$ cat config.mk
export PLATFORM = sky130hd
export DESIGN_NAME = mul_arbiter
export DESIGN_NICKNAME = d
export VERILOG_FILES = /design/src/rtl/mul_arb_pkg.sv /design/src/rtl/mul_rr_pick.sv /design/src/rtl/mul_arbiter.sv
export SDC_FILE = /design/constraint.sdc
export NUM_CORES = 1
export LEC_CHECK = 0
export ABC_AREA = 0
export CORE_MARGIN = 10
export CORE_UTILIZATION = 50
export CTS_BUF_LIST = sky130_fd_sc_hd__clkbuf_8
export CTS_CLUSTER_SIZE = 24
export DETAILED_ROUTE_END_ITERATION = 6
export GPL_TIMING_DRIVEN = 0
export PLACE_DENSITY = 0.92
export SLEW_MARGIN = 25
export SYNTH_ARGS = -nofsm -noshare
export SYNTH_HDL_FRONTEND = slang
export SYNTH_HIERARCHICAL = 1
export SYNTH_SLANG_ARGS = --single-unit
$ cat constraint.sdc
create_clock -name clk -period 8.4 [get_ports clk]
set_input_delay 1.26 -clock clk [delete_from_list [all_inputs] [get_ports clk]]
set_output_delay 1.26 -clock clk [all_outputs]
set_load 0.02 [all_outputs]
$ cat src/rtl/mul_arb_pkg.sv
// Shared sizing for the multiplier arbiter: default requester count and operand
// width, the id-width helper and the product-width constant.
package mul_arb_pkg;

  localparam int NREQ_DEF = 4;
  localparam int W_DEF    = 8;
  localparam int PW_DEF   = 2 * W_DEF;

  // Width of a requester index; a lone requester still needs one bit.
  function automatic int id_width(input int nreq);
    int r;
    r = $clog2(nreq);
    return (r < 1) ? 1 : r;
  endfunction

  function automatic int prod_width(input int w);
    return 2 * w;
  endfunction

endpackage

$ cat src/rtl/mul_rr_pick.sv
// Combinational round-robin pick: scans upward from ptr+1 with wrap and returns
// the first requesting index as one-hot, binary index and an any-grant flag.
module mul_rr_pick
  import mul_arb_pkg::*;
#(
  parameter  int NREQ = NREQ_DEF,
  localparam int IDW  = id_width(NREQ)
) (
  input  logic [NREQ-1:0] req_valid,
  input  logic [IDW-1:0]  ptr,
  output logic [NREQ-1:0] gnt_onehot,
  output logic [IDW-1:0]  gnt_idx,
  output logic            gnt_any
);

  int              w_cand;
  logic [NREQ-1:0] w_shift;

  always_comb begin
    gnt_idx = '0;
    gnt_any = 1'b0;
    w_cand  = 0;
    w_shift = '0;
    // Offsets 1..NREQ visit every index once, ending on ptr itself.
    for (int k = 1; k <= NREQ; k++) begin
      w_cand = int'(ptr) + k;
      if (w_cand >= NREQ) w_cand = w_cand - NREQ;
      w_shift = req_valid >> w_cand;
      if (!gnt_any && w_shift[0]) begin
        gnt_any = 1'b1;
        gnt_idx = w_cand[IDW-1:0];
      end
    end
  end

  always_comb begin
    gnt_onehot = '0;
    for (int n = 0; n < NREQ; n++) begin
      gnt_onehot[n] = gnt_any && (int'(gnt_idx) == n);
    end
  end

endmodule

$ cat src/rtl/mul_arbiter.sv
// Round-robin sharing of one unsigned W x W multiplier between NREQ requesters.
// Define MUL_ARBITER_PIPE_EN to add an operand register stage (latency 2 instead of 1).
module mul_arbiter
  import mul_arb_pkg::*;
#(
  parameter  int NREQ = NREQ_DEF,
  parameter  int W    = W_DEF,
  localparam int IDW  = id_width(NREQ),
  localparam int PW   = prod_width(W)
) (
  input  logic              clk,
  input  logic              rst_n,
  input  logic [NREQ-1:0]   req_valid,
  output logic [NREQ-1:0]   req_ready,
  input  logic [NREQ*W-1:0] req_a,
  input  logic [NREQ*W-1:0] req_b,
  output logic              res_valid,
  input  logic              res_ready,
  output logic [PW-1:0]     res_data,
  output logic [IDW-1:0]    res_id,
  output logic              busy
);

  // Handshake: a word moves on a rising edge where valid and ready are both high.
  // Producers hold valid and payload until that edge; ready never looks at payload,
  // and a stage may load on the same edge its current contents move on.

  logic [IDW-1:0]  r_ptr;
  logic            r_res_valid;
  logic [PW-1:0]   r_res_data;
  logic [IDW-1:0]  r_res_id;

  logic [NREQ-1:0] w_gnt_onehot;
  logic [IDW-1:0]  w_gnt_idx;
  logic            w_gnt_any;
  logic [W-1:0]    w_sel_a;
  logic [W-1:0]    w_sel_b;
  logic            w_out_load;
  logic            w_accept;
  logic [W-1:0]    w_mul_a;
  logic [W-1:0]    w_mul_b;
  logic [IDW-1:0]  w_mul_id;
  logic            w_mul_valid;
  logic [PW-1:0]   w_prod;

  mul_rr_pick #(.NREQ(NREQ)) u_pick (
    .req_valid  (req_valid),
    .ptr        (r_ptr),
    .gnt_onehot (w_gnt_onehot),
    .gnt_idx    (w_gnt_idx),
    .gnt_any    (w_gnt_any)
  );

  always_comb begin
    w_sel_a = '0;
    w_sel_b = '0;
    for (int n = 0; n < NREQ; n++) begin
      if (w_gnt_onehot[n]) begin
        w_sel_a = req_a[n*W +: W];
        w_sel_b = req_b[n*W +: W];
      end
    end
  end

  assign w_out_load = !r_res_valid || res_ready;

`ifdef MUL_ARBITER_PIPE_EN
  logic           r_s1_valid;
  logic [W-1:0]   r_s1_a;
  logic [W-1:0]   r_s1_b;
  logic [IDW-1:0] r_s1_id;
  logic           w_s1_load;

  // The operand stage frees up whenever its entry advances into the output stage.
  assign w_s1_load = !r_s1_valid || w_out_load;
  assign w_accept  = rst_n && w_gnt_any && w_s1_load;

  always_ff @(posedge clk or negedge rst_n) begin
    if (!rst_n) begin
      r_s1_valid <= 1'b0;
      r_s1_a     <= '0;
      r_s1_b     <= '0;
      r_s1_id    <= '0;
    end else if (w_s1_load) begin
      r_s1_valid <= w_accept;
      if (w_accept) begin
        r_s1_a  <= w_sel_a;
        r_s1_b  <= w_sel_b;
        r_s1_id <= w_gnt_idx;
      end
    end
  end

  assign w_mul_a     = r_s1_a;
  assign w_mul_b     = r_s1_b;
  assign w_mul_id    = r_s1_id;
  assign w_mul_valid = r_s1_valid;
  assign busy        = r_res_valid || r_s1_valid;
`else
  assign w_accept    = rst_n && w_gnt_any && w_out_load;
  assign w_mul_a     = w_sel_a;
  assign w_mul_b     = w_sel_b;
  assign w_mul_id    = w_gnt_idx;
  assign w_mul_valid = w_accept;
  assign busy        = r_res_valid;
`endif

  assign w_prod    = PW'(w_mul_a) * PW'(w_mul_b);
  assign req_ready = w_accept ? w_gnt_onehot : '0;

  always_ff @(posedge clk or negedge rst_n) begin
    if (!rst_n) begin
      r_ptr <= IDW'(NREQ - 1);
    end else if (w_accept) begin
      r_ptr <= w_gnt_idx;
    end
  end

  // Output stage holds its word until the consumer takes it.
  always_ff @(posedge clk or negedge rst_n) begin
    if (!rst_n) begin
      r_res_valid <= 1'b0;
      r_res_data  <= '0;
      r_res_id    <= '0;
    end else if (w_out_load) begin
      r_res_valid <= w_mul_valid;
      if (w_mul_valid) begin
        r_res_data <= w_prod;
        r_res_id   <= w_mul_id;
      end
    end
  end

  assign res_valid = r_res_valid;
  assign res_data  = r_res_data;
  assign res_id    = r_res_id;

endmodule

==> results of run 1 <==
-- kinds of logic after synthesis --
logic type	count (synthesis)	synth area share (%)
compound gates	90	19.05
simple gates	174	23.43
buf+inv	69	7.735
fa+ha+maj	77	31.78
xor+xnor	8	1.805
mux	6	2.610
flops	21	13.60
-- synth_stat cells (2+ instances only) --
library cell  number
and2_1             5
xnor2_1            2
o31ai_1            3
a21o_1             3
a22oi_1            2
mux2_2             3
nand2b_1           5
dfstp_2            2
nor2b_1           20
nor3_2             8
nor2b_4            2
nand3b_1           2
o211ai_1           6
nand3_1            4
dfrtp_1           19
nor2_1            49
mux4_2             2
o21a_1             2
a221oi_1           6
inv_1             53
nand2_1           42
a21oi_1           17
ha_1              41
clkbuf_1           5
and3_1             2
xor2_1             6
o21ai_0           11
a211oi_1           2
or2_1             18
a21oi_2           15
fa_1              36
a21boi_0           2
nor3_1            10
a221oi_2          10
buf_2              6
buf_6              4
-- final timing paths --
check,cells after the start,endpoint,startpoint,slack (ps)
setup / recovery,25,res_data[12]$_DFFE_PN0P_,req_valid[0],460
hold / removal,2,res_data[3]$_DFFE_PN0P_,res_data[3]$_DFFE_PN0P_,490
setup reg to reg,27,res_data[12]$_DFFE_PN0P_,r_ptr[0]$_DFFE_PN1P_,770
hold reg to reg,2,res_data[3]$_DFFE_PN0P_,res_data[3]$_DFFE_PN0P_,490
max in group asynchronous,1,r_ptr[0]$_DFFE_PN1P_,rst_n,7080
min in group asynchronous,1,res_data[6]$_DFFE_PN0P_,rst_n,960
-- metrics by stage --
step | setup WS, ps | utilization (%) | hold WS (ps) | cell area, um2 | instances
floorplan | 1516 | - | 498.2 | 3882 | 445
CTS | 542.8 | 65.35 | 488.8 | 4997 | 645
detailed placement | 299.2 | 64.74 | 467.9 | 4951 | 641
finish | 463.2 | 65.28 | 488.9 | 4992 | 645
global placement | 433.5 | 64.74 | 461.0 | 4951 | 641
global route | 115.9 | 65.28 | 499.2 | 4992 | 645
-- critical path, cell delays in order --
cell and delay, ps:
clkdlybuf4s50_1 530, mux2_2 330, o211a_2 140, or3b_1 400
o32a_4 350, nor2_1 140, buf_6 180, nor2b_4 80
buf_6 150, a221oi_2 280, nor3_2 70, a21oi_2 340
nor2_1 140, fa_1 530, fa_1 540, fa_1 550
inv_1 60, fa_1 550, inv_1 50, ha_1 340
a21oi_1 260, o211ai_1 200, a21boi_0 270, xor2_1 220
o21ai_0 100
-- layer usage --
layer,global-route usage (%),vias up,share of wire [%]
met3,2.558,18,5.7
met4,4.198,0,1.7
met5,0,-,0
met1,23.91,1746,42
li1,-,1695,-
met2,33.15,129,51
-- state kept, by name (all words and copies together), names as in the netlist --
register  flops
r_ptr         2
res_data     16
res_id        2
busy          1
-- layout by cell type (no fill, tap or decap), types with 2 or more instances in the layout --
master / n
o211ai_1: 6
and2_1: 5
xnor2_1: 2
nor2b_1: 20
clkbuf_1: 5
a211oi_1: 2
a21o_1: 3
dfstp_2: 2
a221oi_1: 6
fa_1: 36
mux4_2: 2
nor3_2: 8
nor2_1: 49
o21ai_0: 11
a21boi_0: 2
buf_6: 4
or2_1: 18
nor3_1: 10
a21oi_2: 15
inv_1: 53
nand3_1: 4
clkdlybuf4s50_1: 93
and3_1: 2
o31ai_1: 3
nand2b_1: 5
nor2b_4: 2
a21oi_1: 17
xor2_1: 6
mux2_2: 3
o21a_1: 2
a221oi_2: 10
nand3b_1: 2
clkbuf_8: 3
a22oi_1: 2
buf_2: 7
ha_1: 41
dfrtp_1: 19
nand2_1: 42
-- layout make-up --
cell class,instances,area [um2],share of cell area (%)
buffer,16,101.3,2.030
clock buffer,3,41.29,0.8271
clock inverter,1,5.005,0.1003
inverter,53,198.9,3.985
multi-input combinational,355,3054,61.18
sequential,21,528.0,10.58
tap,102,127.6,2.556
timing repair buffer,94,935.9,18.75
==> flow_metrics.py, run 1 <==
metrics = {
    "clock_network": {
        "clk_latency_ps": 270,
        "post_cts_buffers": 0,
        "cts_tree": "done",
        "postCtsResizedCells": 0,
        "cts_made_buffers": 3,
        "clock-sinks": 21,
        "clkTransAtPathRegs_ps": 80,
        "cts_root_buf": "clkbuf_8",
        "htreeDepth": 1,
        "ctsLongestPathBuffers": 2,
        "hold_buffers": 0,
    },
    "routing": {
        "first_iter_violations": 202,
        "vias": 3588,
        "wl_per_cell_um": 17.12,
        "dr.pass1.iters": 4,
        "wl_um": 11040,
        "remaining_drc_errors": 0,
        "ant_nets": 0,
        "routed_via_density": 5.563,
    },
    "synthesis": {
        "syn_area_mm2": 0.003882,
        "yosysTopAreaCellShare_pct": 18.56,
        "syn_avg_cell_area_um2": 8.725,
        "synth_seq_area_share_pct": 13.60,
        "ys_async_sr_fraction_pct": 100.0,
        "synth_area_leaders": "fa_1 (19%), ha_1 (13%), dfrtp_1 (12%)",
        "ys_types": 56,
        "synth-seq-cells": 21,
        "syn_inst": 445,
        "ys_warn_count": 6,
        "syn_nets": 593,
        "synth_edf_count": 0,
        "synth_largest_area_cell": "fa_1",
        "synthFlopType": "dfrtp_1",
    },
    "final_layout": {
        "layout-drive-gt1-share_pct": 12.71,
        "syn_to_final_growth_pct": 28.59,
        "fillCellCount": 603,
        "nets": 692,
        "diodes": 0,
    },
    "timing": {
        "min_period_ps": 7937,
        "setup_viol_count_final": 0,
        "clock.fmax_mhz": 126.0,
        "skew_ps": 11.20,
        "hold_viol": 0,
        "drv_slew": 0,
        "timing.final.crit_share_pct": 94.49,
        "rsz0062_at_grt": "no",
        "tightest_slew_ps": 671.6,
        "setup_tns_ps": 0,
        "relSlewSlack_pct": 55.22,
    },
    "hold_path": {
        "min_path_type": "reg2reg",
    },
    "floorplanning": {
        "start_util_pct": 50.77,
        "die_area_mm2": 0.01169,
        "die_w_um": 108.1,
        "core_mm2": 0.007647,
        "die_y_um": 108.1,
        "rows": 32,
        "io_pins": 95,
    },
    "setup_path": {
        "end_kind": "flip-flop",
        "worstPathRequired_ps": 8520,
        "crit_path_start_kind": "input pin",
        "critPathArrivalTime_ps": 8060,
        "path_class": "in2reg",
        "crit_path_max_fanout": 10,
    },
    "global_routing": {
        "grt_pass1_wl_um": 18410,
        "grt_pass1_vias": 3743,
        "overflow": 0,
        "grt.total_usage_pct": 18.85,
        "grt_antenna_before_repair": 0,
        "grt_max_degree": 24,
    },
    "status": {
        "status": "complete, no violations",
    },
    "placement": {
        "dp_hpwl_um": 9258,
        "place_congestion": 0.8754,
        "port_buffers": 94,
    },
    "run": {
        "maxCapViolCount": 0,
    },
}
Power of run 1 is not shown: default switching activity piles up to over one toggle a cycle in this logic, so the estimate is an artifact.
==> run 2: changes to the inputs <==
--- a/config.mk
+++ b/config.mk
@@ -6,10 +6,10 @@
 export NUM_CORES = 1
 export LEC_CHECK = 0
 export ABC_AREA = 0
+export ABC_CLOCK_PERIOD_IN_PS = 8400
 export CORE_MARGIN = 10
 export CORE_UTILIZATION = 50
 export CTS_BUF_LIST = sky130_fd_sc_hd__clkbuf_8
-export CTS_CLUSTER_SIZE = 24
 export DETAILED_ROUTE_END_ITERATION = 6
 export GPL_TIMING_DRIVEN = 0
 export PLACE_DENSITY = 0.92
==> results of run 2 <==
The final DEF is identical to that of run 1; final timing and power are the same.
Power of run 2 is left out for the same reason.
==> run 3: changes to the inputs <==
--- a/config.mk
+++ b/config.mk
@@ -7,6 +7,7 @@
 export LEC_CHECK = 0
 export ABC_AREA = 0
 export ABC_CLOCK_PERIOD_IN_PS = 8400
+export CAP_MARGIN = 20
 export CORE_MARGIN = 10
 export CORE_UTILIZATION = 50
 export CTS_BUF_LIST = sky130_fd_sc_hd__clkbuf_8
==> results of run 3 <==
The final DEF is identical to that of run 1; final timing and power are the same.
Power of run 3 is left out for the same reason.
